$ cat src/rtl/dropout_pkg.sv
// Shared constants and seed helpers for the dropout lane generators.
// Pure declarations; no state, no handshake.
package dropout_pkg;

    localparam int LFSR_W = 32;
    localparam logic [LFSR_W-1:0] LFSR_POLY = 32'h8020_0003;
    localparam logic [LFSR_W-1:0] LANE_SALT = 32'h9E37_79B9;

    // An all-zero state would lock the LFSR, so it is replaced by 1.
    function automatic logic [LFSR_W-1:0] seed_for_lane(input logic [LFSR_W-1:0] base,
                                                        input int lane);
        logic [LFSR_W-1:0] s;
        s = base ^ (LANE_SALT * LFSR_W'(lane + 1));
        return (s == '0) ? {{(LFSR_W-1){1'b0}}, 1'b1} : s;
    endfunction

    function automatic logic [LFSR_W-1:0] lfsr_next(input logic [LFSR_W-1:0] s);
        return (s >> 1) ^ (s[0] ? LFSR_POLY : '0);
    endfunction

endpackage

$ cat src/rtl/dropout_stream_if.sv
// Beat stream into and out of the dropout stage: valid/ready on both sides.
// The slave modport is the dropout stage, the master modport is its environment.
interface dropout_stream_if #(
    parameter int LANES  = 8,
    parameter int DATA_W = 8
);
    logic                    in_valid;
    logic                    in_ready;
    logic [LANES*DATA_W-1:0] in_data;
    logic                    out_valid;
    logic                    out_ready;
    logic [LANES*DATA_W-1:0] out_data;
    logic [LANES-1:0]        out_mask;

    modport master (
        output in_valid, in_data, out_ready,
        input  in_ready, out_valid, out_data, out_mask
    );

    modport slave (
        input  in_valid, in_data, out_ready,
        output in_ready, out_valid, out_data, out_mask
    );
endinterface

$ cat src/rtl/dropout_lfsr.sv
// One 32-bit right-shifting Galois LFSR per lane; load beats step.
// Latency: new state visible the cycle after load/step. No handshake of its own.
// Backpressure: none; the parent only asserts step on an accepted training beat.
module dropout_lfsr
    import dropout_pkg::*;
#(
    parameter logic [LFSR_W-1:0] RESET_VAL = 32'h1
) (
    input  logic              clk,
    input  logic              rst,
    input  logic              load,
    input  logic [LFSR_W-1:0] seed,
    input  logic              step,
    output logic [LFSR_W-1:0] state
);

    always_ff @(posedge clk) begin
        if (rst) begin
            state <= RESET_VAL;
        end else if (load) begin
            state <= seed;
        end else if (step) begin
            state <= lfsr_next(state);
        end
    end

endmodule

$ cat src/rtl/dropout_stream.sv
// Per-lane LFSR dropout of an activation beat; optional inverted scaling under DROPOUT_SCALE_EN.
// Latency: 1 cycle from acceptance to out_valid; full throughput.
// Backpressure: in_ready = ena && (!out_valid || out_ready); held output stays stable.
module dropout_stream
    import dropout_pkg::*;
#(
    parameter int          LANES  = 8,
    parameter int          DATA_W = 8,
    parameter int          RATE_W = 8,
    parameter logic [31:0] SEED   = 32'hACE1_2024
) (
    input  logic              clk,
    input  logic              rst,
    input  logic              ena,
    input  logic              train_mode,
    input  logic [RATE_W-1:0] cfg_rate,
    input  logic [31:0]       cfg_seed,
    input  logic              cfg_seed_load,
    input  logic [1:0]        cfg_shift,
    dropout_stream_if.slave   bus,
    output logic [15:0]       drop_cnt
);

    localparam int CNT_W = $clog2(LANES + 1);

    logic                    accept;
    logic                    step;
    logic [RATE_W-1:0]       sample [LANES];
    logic [LANES-1:0]        keep;
    logic [LANES*DATA_W-1:0] masked;
    logic [CNT_W-1:0]        drop_n;
    logic [16:0]             cnt_sum;

`ifdef DROPOUT_SCALE_EN
    function automatic logic [DATA_W-1:0] scale_lane(input logic [DATA_W-1:0] x,
                                                     input logic [1:0] sh);
        logic [DATA_W+2:0] wide;
        wide = {3'b000, x} << sh;
        return (wide[DATA_W+2:DATA_W] != 3'b000) ? '1 : wide[DATA_W-1:0];
    endfunction
`else
    function automatic logic [DATA_W-1:0] scale_lane(input logic [DATA_W-1:0] x,
                                                     input logic [1:0] sh);
        logic unused_sh;
        unused_sh = ^sh;
        return x;
    endfunction
`endif

    // Reset gates in_ready so nothing is accepted while the pipeline clears.
    assign bus.in_ready = !rst && ena && (!bus.out_valid || bus.out_ready);
    assign accept       = bus.in_valid && bus.in_ready;
    assign step         = accept && train_mode;

    for (genvar i = 0; i < LANES; i++) begin : g_lane
        logic [LFSR_W-1:0]        state;
        logic [LFSR_W-RATE_W-1:0] unused_hi;

        dropout_lfsr #(
            .RESET_VAL (seed_for_lane(SEED, i))
        ) u_lfsr (
            .clk   (clk),
            .rst   (rst),
            .load  (cfg_seed_load),
            .seed  (seed_for_lane(cfg_seed, i)),
            .step  (step),
            .state (state)
        );

        assign sample[i] = state[RATE_W-1:0];
        assign unused_hi = state[LFSR_W-1:RATE_W];
    end

    always_comb begin
        keep   = '1;
        masked = '0;
        drop_n = '0;
        for (int i = 0; i < LANES; i++) begin
            if (train_mode) begin
                keep[i] = (sample[i] >= cfg_rate);
                if (keep[i]) begin
                    masked[i*DATA_W +: DATA_W] = scale_lane(bus.in_data[i*DATA_W +: DATA_W], cfg_shift);
                end
            end else begin
                masked[i*DATA_W +: DATA_W] = bus.in_data[i*DATA_W +: DATA_W];
            end
            drop_n = drop_n + CNT_W'(!keep[i]);
        end
    end

    assign cnt_sum = {1'b0, drop_cnt} + 17'(drop_n);

    always_ff @(posedge clk) begin
        if (rst) begin
            bus.out_valid <= 1'b0;
            bus.out_data  <= '0;
            bus.out_mask  <= '0;
            drop_cnt      <= '0;
        end else begin
            if (accept) begin
                bus.out_valid <= 1'b1;
                bus.out_data  <= masked;
                bus.out_mask  <= keep;
            end else if (bus.out_ready) begin
                bus.out_valid <= 1'b0;
            end
            if (step) begin
                drop_cnt <= cnt_sum[16] ? 16'hFFFF : cnt_sum[15:0];
            end
        end
    end

endmodule
$ cat src/flat_wrapper.sv
// flat-port wrapper written by rule: the top's interface ports become plain ports
module dropout_stream_flat import dropout_pkg::*;
#(
    parameter int          LANES  = 8,
    parameter int          DATA_W = 8,
    parameter int          RATE_W = 8,
    parameter logic [31:0] SEED   = 32'hACE1_2024
)
  (clk, rst, ena, train_mode, cfg_rate, cfg_seed, cfg_seed_load, cfg_shift, drop_cnt, bus_in_valid, bus_in_data, bus_out_ready, bus_in_ready, bus_out_valid, bus_out_data, bus_out_mask);
  dropout_stream_if #(.LANES(LANES), .DATA_W(DATA_W)) bus_i ();
  input  logic clk;
  input  logic rst;
  input  logic ena;
  input  logic train_mode;
  input  logic [RATE_W-1:0] cfg_rate;
  input  logic [31:0] cfg_seed;
  input  logic cfg_seed_load;
  input  logic [1:0] cfg_shift;
  output logic [15:0] drop_cnt;
  input wire logic [$bits(bus_i.in_valid)-1:0] bus_in_valid;
  input wire logic [$bits(bus_i.in_data)-1:0] bus_in_data;
  input wire logic [$bits(bus_i.out_ready)-1:0] bus_out_ready;
  output wire logic [$bits(bus_i.in_ready)-1:0] bus_in_ready;
  output wire logic [$bits(bus_i.out_valid)-1:0] bus_out_valid;
  output wire logic [$bits(bus_i.out_data)-1:0] bus_out_data;
  output wire logic [$bits(bus_i.out_mask)-1:0] bus_out_mask;
  assign bus_i.in_valid = bus_in_valid;
  assign bus_i.in_data = bus_in_data;
  assign bus_i.out_ready = bus_out_ready;
  assign bus_in_ready = bus_i.in_ready;
  assign bus_out_valid = bus_i.out_valid;
  assign bus_out_data = bus_i.out_data;
  assign bus_out_mask = bus_i.out_mask;
  dropout_stream #(.LANES(LANES), .DATA_W(DATA_W), .RATE_W(RATE_W), .SEED(SEED)) u_core (.clk(clk), .rst(rst), .ena(ena), .train_mode(train_mode), .cfg_rate(cfg_rate), .cfg_seed(cfg_seed), .cfg_seed_load(cfg_seed_load), .cfg_shift(cfg_shift), .bus(bus_i), .drop_cnt(drop_cnt));
endmodule
$ cat config.mk
export PLATFORM = sky130hd
export DESIGN_NAME = dropout_stream_flat
export DESIGN_NICKNAME = d
export VERILOG_FILES = /design/src/rtl/dropout_pkg.sv /design/src/rtl/dropout_stream_if.sv /design/src/rtl/dropout_lfsr.sv /design/src/rtl/dropout_stream.sv /design/src/flat_wrapper.sv
export SDC_FILE = /design/constraint.sdc
export NUM_CORES = 1
export LEC_CHECK = 0
export ABC_CLOCK_PERIOD_IN_PS = 8200
export CORE_UTILIZATION = 56
export DETAILED_ROUTE_END_ITERATION = 10
export MAX_ROUTING_LAYER = met4
export PLACE_DENSITY = 0.82
export SYNTH_ARGS = -nofsm -noshare
export SYNTH_HDL_FRONTEND = slang
export SYNTH_SLANG_ARGS = --single-unit
$ cat constraint.sdc
create_clock -name clk -period 8.2 [get_ports clk]
set_clock_uncertainty 0.05 [all_clocks]
set_input_delay 2.46 -clock clk [delete_from_list [all_inputs] [get_ports clk]]
set_output_delay 2.46 -clock clk [all_outputs]
set_load 0.01 [all_outputs]
==> metrics.yaml <==
grt.overflow.total: 0
synth_cell_types: 63
synth_edf_count: 0
wl_per_cell_um: 18.5
crit_buf_inv: 3
fmax_mhz: 133
crit_arrival_ns: 7.87
r2r_slack_ns: 2.52
nets: 2098
antenna_found_initial: 0
crit_path_frequent_cell: "fa_1"
insertion_delay_ns: 0.53
track_usage_pct: 30.3
setup_viol: 0
grt_max_degree: 134
placed_area_um2: 17800
dieArea_um2: 28500
synth_commonest_cells: "nand2_1 (407), dfxtp_1 (345), a31oi_1 (104), o21ai_1 (94), o21ai_0 (78)"
fin_util_pct: 70.2
n_fill_cell: 2082
cts.repair.resized: 0
synth_top_area_share_pct: 44.3
htreeDepth: 2
synth_area_per_cell_um2: 8.87
status: "completed"
rsz0062_at_grt: "false"
netlist_top_cells_area: "dfxtp_1 (44%), nand2_1 (9.8%), ha_1 (5.7%)"
path_cells: "clkdlybuf4s50_1, ha_1, nand2b_1, a21oi_1, buf_4, o211ai_1, a21oi_1, ha_1, fa_1, fa_1, fa_1, inv_1, fa_1, xnor2_1, ha_1, o21ai_0, o21bai_1, nor4b_1, and4_1, nor3_1"
fin_crit_sh_pct: 91.9
antenna_cells: 0
cp_data_required_time_ns: 8.53
tightest_slew_ns: 1.28
worst_path_largest_cell_delay_ns: 0.56
port_buffers: 200
power_leakage_nw: 7.16
min_period_ns: 7.54
num_vias: 13700
cpLargestDelayFamily: "adder cells"
ys_ff_latch: 345
cts_buffers: 37
syn2layout_area_growth_pct: 22.0
finalHoldViolCount: 0
async_reset_ff_share_pct: 0
cts_root_buf: "clkbuf_16"
final_max_slew_viol_count: 0
postCtsSetupBuffers: 0
max_cap_viol_count: 0
worstSetupPathType: "input port to flip-flop"
clockBufferDepth: 3
die-width_um: 169
start_util_pct: 57.5
boundaryPins: 203
relSlewSlack_pct: 13.9
layout-drive-gt1-share_pct: 8.21
fin_cells: 2309
yosysTopAreaCell: "dfxtp_1"
powerDensity_nw_per_um2: 214
ant_nets: 0
grt_pass1_vias: 12900
netlist_area_um2: 15600
post-route-cell-area_um2: 19000
cts_sinks: 345
path_clk_slew_ns: 0.06
coreArea_um2: 27100
fp.dieH_um: 169
total_power_mw: 4.06
rows: 60
routed_wl_um: 42600
placed_cells: 2242
yosysWarnings: 0
synth_flop_cell: "dfxtp_1"
min_path_type: "flip-flop to flip-flop"
worstPathMaxFanout: 5
crit_slowest_cell: "nor4b_1"
ir_drop_mv: 0.185
grt_pass1_wl_um: 67800
cts_tree: "done"
ys_seq_area_share_pct: 44.3
gp_congestion: 0.936
netlist_instances: 1757
drcViolationCount: 0
cts_hold_buf: 0
worst_setup_path_end_kind: "flip-flop"
drt-vias-per-instance: 5.92
synth_most_common_cell: "nand2_1"
syn-num-nets: 1946
hpwl_um: 29200
drtIter0Drc: 1040
finalSetupTns_ns: 0
start_kind: "input port"
first_pass_iters: 5
-- worst paths after layout --
kind / endpoint / cells past startpoint / startpoint
worst max-delay path: u_core.drop_cnt[15]$_SDFFE_PP0P_ / 20 / cfg_rate[0]
worst min-delay path: u_core.g_lane[2].u_lfsr.state[13]$_SDFFE_PP0P_ / 2 / u_core.g_lane[2].u_lfsr.state[14]$_SDFFE_PP1P_
worst max register to register: u_core.drop_cnt[15]$_SDFFE_PP0P_ / 20 / u_core.g_lane[1].u_lfsr.state[0]$_SDFFE_PP0P_
worst min register to register: u_core.g_lane[2].u_lfsr.state[13]$_SDFFE_PP0P_ / 2 / u_core.g_lane[2].u_lfsr.state[14]$_SDFFE_PP1P_
-- layout by cell type (no fill, tap or decap), drive strengths merged, types with 25 or more instances in the layout --
| cell | Yosys | routed |
|---|---|---|
| o21ai | 172 | 172 |
| buf | 50 | 25 |
| xnor2 | 26 | 26 |
| a31oi | 104 | 104 |
| inv | 39 | 42 |
| a22o | 64 | 64 |
| clkbuf | 60 | 55 |
| ha | 71 | 71 |
| nand2 | 407 | 407 |
| dfxtp | 345 | 345 |
| nor2 | 41 | 41 |
| mux2 | 124 | 124 |
| a21oi | 62 | 62 |
| clkdlybuf4s50 | 0 | 198 |
-- area by class of cell --
class                   instances  area [um2]  area share (%)
repair buffers                223        2190            11.5
flip-flops and latches        345        6910            36.3
well taps                     372         465            2.45
clock buffers                  55        1100            5.76
clock inverters                12         120           0.632
inverters                      40         155           0.816
multi-input cells            1262        8080            42.5
-- cell families (layout without fill, tap and decap cells) --
family,Yosys count,in the layout,synth area share [%]
simple gates,563,563,15.9
xor+xnor,30,30,1.69
flops,345,345,44.3
compound gates,469,469,18.8
fa+ha+maj,76,76,6.34
mux,124,124,8.96
buf+inv,150,330,3.97
-- worst register-to-register path, cell delays in order, from the launching register on --
cell and delay (ns):
dfxtp_1 0.47, inv_1 0.14, ha_1 0.29, nand2b_1 0.14
a21oi_1 0.16, buf_4 0.15, o211ai_1 0.08, a21oi_1 0.25
ha_1 0.30, fa_1 0.46, fa_1 0.51, fa_1 0.20
inv_1 0.07, fa_1 0.43, xnor2_1 0.15, ha_1 0.36
o21ai_0 0.11, o21bai_1 0.36, nor4b_1 0.56, and4_1 0.27
nor3_1 0.05
-- layer usage --
layer,track usage (%),up-vias,wire (um)
li1,-,6543,-
met1,36.3,6530,17500
met2,51.1,492,20500
met3,4.65,99,2930
met4,12.3,0,1600
met5,-,-,0
-- power by group --
group,internal (mW),leakage [nW],switching (mW)
sequential,1.78,2.85,0.0686
combinational,0.254,3.71,0.293
clock,0.992,0.600,0.674
total,3.03,7.16,1.04
-- through the flow --
step / hold WS (ns) / setup slack [ns]
floorplan: 0.393 / 1.02
global route: 0.436 / 0.437
CTS: 0.415 / 0.744
detailed placement: 0.409 / 0.226
global placement: 0.406 / 0.260
finish: 0.416 / 0.660
-- registers in the layout, summed over array words and instances, names as in the netlist --
name	flops
u_core.drop_cnt	16
u_core.bus.out_valid	1
u_core.g_lane.u_lfsr.state	256
u_core.bus.out_data	64
u_core.bus.out_mask	8
(Power assumes the default switching activity.)
